--- config.mk ---
export PLATFORM = sky130hd
export DESIGN_NAME = synchronous_fifo
export DESIGN_NICKNAME = d
export VERILOG_FILES = /design/src/rtl/synchronous_fifo.sv
export SDC_FILE = /design/constraint.sdc
export NUM_CORES = 1
export LEC_CHECK = 0
export ABC_AREA = 1
export CORE_MARGIN = 2
export CORE_UTILIZATION = 54
export DETAILED_ROUTE_END_ITERATION = 16
export PLACE_DENSITY = 0.84
export SYNTH_ARGS = -nofsm -noshare
export SYNTH_HDL_FRONTEND = slang
export SYNTH_SLANG_ARGS = --single-unit
--- constraint.sdc ---
create_clock -name clock -period 2.46 [get_ports clock]
set_input_delay 0.492 -clock clock [delete_from_list [all_inputs] [get_ports clock]]
set_output_delay 0.492 -clock clock [all_outputs]
set_load 0.005 [all_outputs]
--- src/rtl/synchronous_fifo.sv ---
// Synchronous first-word-fall-through FIFO with level flags and sticky
// overflow/underflow error flags. Pointers carry one extra bit so that a
// completely full FIFO is distinguishable from an empty one.
module synchronous_fifo #(
  parameter int DATA_WIDTH         = 8,
  parameter int POINTER_WIDTH      = 4,
  parameter int ALMOST_FULL_LEVEL  = 2**POINTER_WIDTH-1,
  parameter int ALMOST_EMPTY_LEVEL = 1
) (
  input  logic                     clock,
  input  logic                     reset_n,
  input  logic                     flush,
  input  logic                     data_in_enable,
  input  logic [DATA_WIDTH-1:0]    data_in,
  input  logic                     data_out_acknowledge,
  output logic [DATA_WIDTH-1:0]    data_out,
  output logic                     data_out_valid,
  output logic [POINTER_WIDTH:0]   data_used,
  output logic                     full,
  output logic                     empty,
  output logic                     almost_full,
  output logic                     almost_empty,
  output logic                     overflow,
  output logic                     underflow
);

  localparam int DEPTH = 2**POINTER_WIDTH;

  // Thresholds narrowed to the fill-level width so all compares are same-width.
  localparam logic [POINTER_WIDTH:0] FULL_LEVEL = {1'b1, {POINTER_WIDTH{1'b0}}};
  localparam logic [POINTER_WIDTH:0] AF_LEVEL   = ALMOST_FULL_LEVEL[POINTER_WIDTH:0];
  localparam logic [POINTER_WIDTH:0] AE_LEVEL   = ALMOST_EMPTY_LEVEL[POINTER_WIDTH:0];

  logic [POINTER_WIDTH:0]  wr_ptr_q, wr_ptr_d;
  logic [POINTER_WIDTH:0]  rd_ptr_q, rd_ptr_d;
  logic                    overflow_q, overflow_d;
  logic                    underflow_q, underflow_d;
  logic [DATA_WIDTH-1:0]   mem_q [DEPTH];

  logic                    wr_accept;
  logic                    rd_accept;

  // Level flags derive only from the registered pointers, so they never
  // glitch on request inputs and wrap cleanly with modulo subtraction.
  always_comb begin
    data_used      = wr_ptr_q - rd_ptr_q;
    full           = (data_used == FULL_LEVEL);
    empty          = (data_used == '0);
    data_out_valid = !empty;
    almost_full    = (data_used >= AF_LEVEL);
    almost_empty   = (data_used <= AE_LEVEL);
    data_out       = mem_q[rd_ptr_q[POINTER_WIDTH-1:0]];
    overflow       = overflow_q;
    underflow      = underflow_q;
  end

  // Accept decisions use pre-edge state only: a full FIFO refuses a write
  // even when a read frees a slot in the same cycle; flush discards both.
  always_comb begin
    wr_accept   = data_in_enable && !full && !flush;
    rd_accept   = data_out_acknowledge && !empty && !flush;
    wr_ptr_d    = wr_ptr_q;
    rd_ptr_d    = rd_ptr_q;
    overflow_d  = overflow_q;
    underflow_d = underflow_q;
    if (flush) begin
      wr_ptr_d    = '0;
      rd_ptr_d    = '0;
      overflow_d  = 1'b0;
      underflow_d = 1'b0;
    end else begin
      if (wr_accept) wr_ptr_d = wr_ptr_q + 1'b1;
      if (rd_accept) rd_ptr_d = rd_ptr_q + 1'b1;
      if (data_in_enable && full)        overflow_d  = 1'b1;
      if (data_out_acknowledge && empty) underflow_d = 1'b1;
    end
  end

  // Pointer and sticky-flag registers with asynchronous clear.
  always_ff @(posedge clock or negedge reset_n) begin
    if (!reset_n) begin
      wr_ptr_q    <= '0;
      rd_ptr_q    <= '0;
      overflow_q  <= 1'b0;
      underflow_q <= 1'b0;
    end else begin
      wr_ptr_q    <= wr_ptr_d;
      rd_ptr_q    <= rd_ptr_d;
      overflow_q  <= overflow_d;
      underflow_q <= underflow_d;
    end
  end

  // Storage array has no reset; contents beyond the pointers are don't-care.
  always_ff @(posedge clock) begin
    if (wr_accept && reset_n) begin
      mem_q[wr_ptr_q[POINTER_WIDTH-1:0]] <= data_in;
    end
  end

endmodule

-- Word-level counts from Yosys, hierarchy flattened
Memories as Yosys holds them, arrays and structs flattened.
Index checks and enable logic that the tools add are counted.
- bits in registers: 12
- RAM bits: 128
- input port bits: 13
- logic and storage cells: 36
- memories: 1
- memories (memory ; words ; bits a word ; read ports ; clocked after memory_dff ; write ports ; line ; source):
    mem_q ; 16 ; 8 ; 1 ; 0 ; 1 ; 38 ; logic [DATA_WIDTH-1:0] mem_q [DEPTH];
- $add $sub $neg: 3
- magnitude comparators: 2
- eq/ne operators: 1
- multiplexer cells: 10
- reductions and logical operators: 15
- operators by type and width (kind ; number):
    $mux W5 ; 4
    $add A5 B1 Y5 const B ; 2
    $reduce_bool A2 Y1 ; 4
    $logic_and A1 B1 Y1 ; 7
    $mux W1 ; 6
    $eq A5 B5 Y1 const B ; 1
    $ge A5 B4 Y1 const B ; 1
    $le A5 B1 Y1 const B ; 1
    $logic_not A5 Y1 ; 1
    $sub A5 B5 Y5 ; 1
    $logic_not A1 Y1 ; 3

-- Logic depth before layout (Yosys ltp)
Gate-level depths: netlist of run 1.
- word-level depth: 8
- gate-level depth with buffers: 14

-- Worst setup path after synthesis of run 1
OpenSTA, ideal clock, no wires.
- path kind: register to register
- start: reg wr_ptr_q[0]
- end: mem mem_q[3][0], enable pin
- setup time: 370 ps
- arrival: 2276 ps
- data required time: 2090 ps
- path slack: -186 ps
- stages on the path, launching flop included: 10
- clock period less this slack: 2646 ps
- cell sequence: dfrtp_1 inv_1 ha_1 fa_1 xnor2_2 inv_1 nand4_4 nand4_4 buf_6 nor2_1
- word-level cells in the longest chain between the ends: 8
- ends and longest elaborated chain (item ; line ; source):
    start, declared ; 34 ; logic [POINTER_WIDTH:0] wr_ptr_q, wr_ptr_d;
    start signal, assigned ; 87 ; wr_ptr_q <= wr_ptr_d;
    $sub A5 B5 Y5 ; 46 ; data_used = wr_ptr_q - rd_ptr_q;
    net data_used[2] ; 18 ; output logic [POINTER_WIDTH:0] data_used,
    $eq A5 B5 Y1 ; 47 ; full = (data_used == FULL_LEVEL);
    $logic_not A1 Y1 ; 60 ; wr_accept = data_in_enable && !full && !flush;
    $logic_and A1 B1 Y1 (2 in series) ; 60 ;
    $logic_and A1 B1 Y1 ; 96 ; if (wr_accept && reset_n) begin
    $mux W1 ; 96 ;
    $mux W1 (implied by the code) ; 97 ; mem_q[wr_ptr_q[POINTER_WIDTH-1:0]] <= data_in;
    end, declared ; 38 ;
The timed path passes the listed nets, and every way through them passes these cells.

-- Worst setup path after layout of run 1
- start: reg rd_ptr_q[0]
- end: out almost_empty
- word-level cells in the longest chain between the ends: 2
- ends and longest elaborated chain (item ; line ; source):
    start, declared ; 35 ; logic [POINTER_WIDTH:0] rd_ptr_q, rd_ptr_d;
    start signal, assigned ; 88 ; rd_ptr_q <= rd_ptr_d;
    $sub A5 B5 Y5 ; 46 ;
    $le A5 B1 Y1 ; 51 ; almost_empty = (data_used <= AE_LEVEL);
    end, declared ; 22 ; output logic almost_empty,
Every way passes these cells.

==> impl_results.md, run 1 <==
- Portion of total power attributed to the clock network: 30.8%
- FMAX: 372 MHz
- Reported max-cap violation count: 0
- Class of the worst hold path: in2async
- Deepest level of the CTS H-tree: 4
- Vertical die dimension: 111 um
- Deepest clock path buffer count: 2
- Vias post-DR: 4720
- Clock tree from TritonCTS: yes
- Setup repair after global routing missed its margin: true
- Minimum setup slack after placement: -279 ps
- Synth-to-layout area growth: 31.9%
- Inserted Diodes: 0
- Crit path buffers/inverters: 3
- Wire length of the first global-routing pass: 26500 um
- Total I/O pin count: 33
- Post-route cell area: 0.00815 mm2
- Drc violations: 0
- Worst max-slew margin expressed relative to the limit: 52.2%
- Final sum of negative setup slack: -2260 ps
- Power per unit of standard cell area: 994 mW/mm2
- Slew of the pin with the lowest slew margin: 715 ps
- Number of antenna violations at the first check in global routing: 0
- Peak per-stage delay on the critical path: 430 ps
- Share of total power in sequential cells: 33.2%
- RePlAce Congestion: 0.864
- Remaining antenna violation count: 0
- Slowest cell on the critical path: sky130_fd_sc_hd__dfrtp_2
- Post-Syn Nets: 568
- Detailed-route vias per instance: 5.99
- Number of warnings issued by yosys: 0
- Clock net sink count: 140
- Skew final: 6.61 ps
- Detailed-routing iteration count for the pre-antenna-repair pass: 5
- Synth unique cells: 32
- Hpwl dp: 9510 um
- Largest driver fanout on the critical path: 3
- Starting Density: 54.9%
- Kind of capture point of the worst setup path: output pin
- Overall global routing resource usage: 28.8%
- Die Area: 0.0123 mm2
- Violation count after the first detailed-routing iteration: 587
- Clock Tree Root: sky130_fd_sc_hd__clkbuf_16
- Net Sw Frac: 32.2%
- Crit path cell chain: ha_4 -> fa_2 -> nor2_1 -> nor2_1 -> nand2_2 -> nand2_4 -> buf_6 -> buf_6 -> nor4_4 -> buf_2
- Synthesized area: 0.00618 mm2
- Total power consumption of the routed design: 8.11 mW
- Period utilization: 109%
- Setup violations, final: 14
- Portion of total power attributed to combinational logic: 36.1%
- Final standard cell count with taps included and fillers excluded: 788
- WHS: 473 ps
- Floorplan core area: 0.0113 mm2
- Leakage component of the power: 3.06 nW
- Final Hold Vio Count: 0
- Wire length reported by the detailed router: 16700 um
- Share of layout cells above drive strength 1: 24.0%
- Worst setup path class: reg2out
- Post-layout utilization of the core: 72.3%
- Crit path time final: 2690 ps
- Psw: 2.61 mW
- Total gr overflow: 0
- Sequential-to-total area share from yosys stat: 67.0%
- Number of global-route vias before repair: 4847
- Cell Rows: 39
- Final Max Tran Viols: 0
- Cell family with the largest share of critical-path delay: adder cells
- Yosys reg bits: 140
- Count of hold buffers inserted by post-cts repair: 0
- Die extent in x: 111 um
- Placement Cell Area: 0.00712 mm2
- Wirelength per Cell: 21.2 um
- CP Data Required Time: 1970 ps
- Clk_lat worst skew: 420 ps
- Maximum number of pins on one net before global-route repair: 29
- Clk slew on worst S/H paths: 60 ps
- Number of instances in the synthesized netlist: 545
- Int Power: 5.50 mW
- Violated checks: negative setup slack
- Number of I/O port buffers: 32
- Arrival time reported for the critical path endpoint: 2200 ps
- Placed cells: 740
- Type of origin of the critical path: flip-flop
- Avg Synthesized Cell Area: 11.3 um2
- Highest ir drop seen on vdd: 1.10 mV
- Worst Setup Slack, final: -227 ps
- Status: complete, but fails checks
- TritonCTS Buffers: 17
- Final #Nets: 655
[cell usage after synthesis]
library cell	n	area share, %
sky130_fd_sc_hd__nand3b_1	1	0.12
sky130_fd_sc_hd__o21ai_0	40	3.2
sky130_fd_sc_hd__xor2_1	6	0.85
sky130_fd_sc_hd__buf_6	1	0.18
sky130_fd_sc_hd__o211ai_1	12	1.5
sky130_fd_sc_hd__nand2_2	2	0.20
sky130_fd_sc_hd__a21oi_1	7	0.57
sky130_fd_sc_hd__nor2_2	3	0.30
sky130_fd_sc_hd__nand3_1	47	3.8
sky130_fd_sc_hd__xnor2_1	2	0.28
sky130_fd_sc_hd__o22ai_1	5	0.51
sky130_fd_sc_hd__buf_2	15	1.2
sky130_fd_sc_hd__nand3_4	1	0.28
sky130_fd_sc_hd__a31oi_1	3	0.30
sky130_fd_sc_hd__clkbuf_1	12	0.73
sky130_fd_sc_hd__nand2_1	96	5.8
sky130_fd_sc_hd__inv_1	36	2.2
sky130_fd_sc_hd__o2111ai_1	9	1.3
sky130_fd_sc_hd__fa_1	1	0.32
sky130_fd_sc_hd__nor4_1	1	0.10
sky130_fd_sc_hd__xnor2_2	1	0.26
sky130_fd_sc_hd__clkbuf_2	1	0.081
sky130_fd_sc_hd__dfrtp_1	12	4.9
sky130_fd_sc_hd__o21ai_1	1	0.081
sky130_fd_sc_hd__ha_1	9	1.8
sky130_fd_sc_hd__nand4_1	11	1.1
sky130_fd_sc_hd__o41ai_1	1	0.14
sky130_fd_sc_hd__inv_2	2	0.12
sky130_fd_sc_hd__nor2_1	75	4.6
sky130_fd_sc_hd__nand4_4	2	0.69
sky130_fd_sc_hd__nand2_4	2	0.36
sky130_fd_sc_hd__edfxtp_1	128	62
[registers in the layout (all words and copies together), names as in the netlist]
name,cells
mem_q,128
rd_ptr_q,5
wr_ptr_q,5
overflow,1
underflow,1
[layout make-up]
class                      instances  area (um2)
timing repair buffer              97        1140
fill                             681        3120
sequential                       140        4150
multi-input combinational        338        1960
inverter                          38         158
clock inverter                    15         149
clock buffer                      17         425
tap                              143         179
[what timing repair did]
| action | CTS | global route |
|---|---|---|
| gates resized for setup | 137 | 16 |
| endpoints found under the setup margin | 145 | 145 |
| setup buffers | 9 | 8 |
| gates cloned | 5 | 0 |
| pin swaps | 33 | 14 |
[worst paths after layout]
check                            start           end  slack (ps)  depth (start not counted)
hold / removal                 reset_n   wr_ptr_q[0]         470                          2
hold reg to reg               overflow      overflow         520                          2
min in group clock            overflow      overflow         520                          2
setup / recovery           rd_ptr_q[0]  almost_empty        -230                         10
max in group asynchronous      reset_n   rd_ptr_q[0]        1820                          2
setup reg to reg           rd_ptr_q[0]   mem_q[8][0]          10                         13
[placed cells by master, fill, tap and decap left out, types with 4 or more instances in the layout]
master                            synthesis  layout
sky130_fd_sc_hd__nand3_1                 47      47
sky130_fd_sc_hd__xor2_1                   6       6
sky130_fd_sc_hd__nand2_1                 96      95
sky130_fd_sc_hd__buf_12                   0      18
sky130_fd_sc_hd__inv_1                   36      31
sky130_fd_sc_hd__ha_1                     9       7
sky130_fd_sc_hd__o2111ai_2                0       4
sky130_fd_sc_hd__nor2_4                   0      17
sky130_fd_sc_hd__o2111ai_1                9       5
sky130_fd_sc_hd__clkinvlp_4               0       5
sky130_fd_sc_hd__nor2_1                  75      61
sky130_fd_sc_hd__inv_2                    2       5
sky130_fd_sc_hd__o21ai_1                  1      18
sky130_fd_sc_hd__clkdlybuf4s50_1          0      15
sky130_fd_sc_hd__nand4_1                 11      11
sky130_fd_sc_hd__o211ai_1                12      12
sky130_fd_sc_hd__buf_4                    0      31
sky130_fd_sc_hd__clkbuf_16                0      17
sky130_fd_sc_hd__buf_6                    1      13
sky130_fd_sc_hd__o21ai_0                 40      22
sky130_fd_sc_hd__o22ai_1                  5       5
sky130_fd_sc_hd__a21oi_1                  7       6
sky130_fd_sc_hd__buf_2                   15      13
sky130_fd_sc_hd__dfrtp_1                 12      11
sky130_fd_sc_hd__edfxtp_1               128     128
[routing by layer]
metal	up-vias	share of wire, %	track usage [%]
li1	2106	-	-
met1	2247	35	36.0
met5	-	0	0
met2	322	52	47.8
met4	0	3.3	12.2
met3	45	9.5	7.65
[logic make-up after synthesis]
family,Yosys count,share of synthesized area (%)
adders and majority gates,10,2.14
DFF,140,67.0
AOI/OAI and AO/OA,78,7.57
buffers and inverters,67,4.51
xor gates and xnor gates,9,1.40
and+or+nand+nor,241,17.4
[power groups by stage]
stage / clock network [mW] / registers (mW) / logic [mW]
2_1_floorplan: 0 / 2.73 / 1.21
5_1_grt: 2.65 / 2.69 / 3.12
4_1_cts: 2.51 / 2.69 / 2.75
3_3_place_gp: 0 / 2.73 / 2.24
3_5_place_dp: 0 / 2.73 / 2.33
6_report: 2.50 / 2.69 / 2.92
No activity file was read; power rests on OpenSTA's default activity.
==> inputs of run 2 (changes only) <==
--- a/config.mk
+++ b/config.mk
@@ -8,6 +8,7 @@
 export ABC_AREA = 1
 export CORE_MARGIN = 2
 export CORE_UTILIZATION = 54
+export CTS_CLUSTER_SIZE = 30
 export DETAILED_ROUTE_END_ITERATION = 16
 export PLACE_DENSITY = 0.84
 export SYNTH_ARGS = -nofsm -noshare
==> results of run 2 <==
Final layout, timing and power as in run 1 (identical DEF).
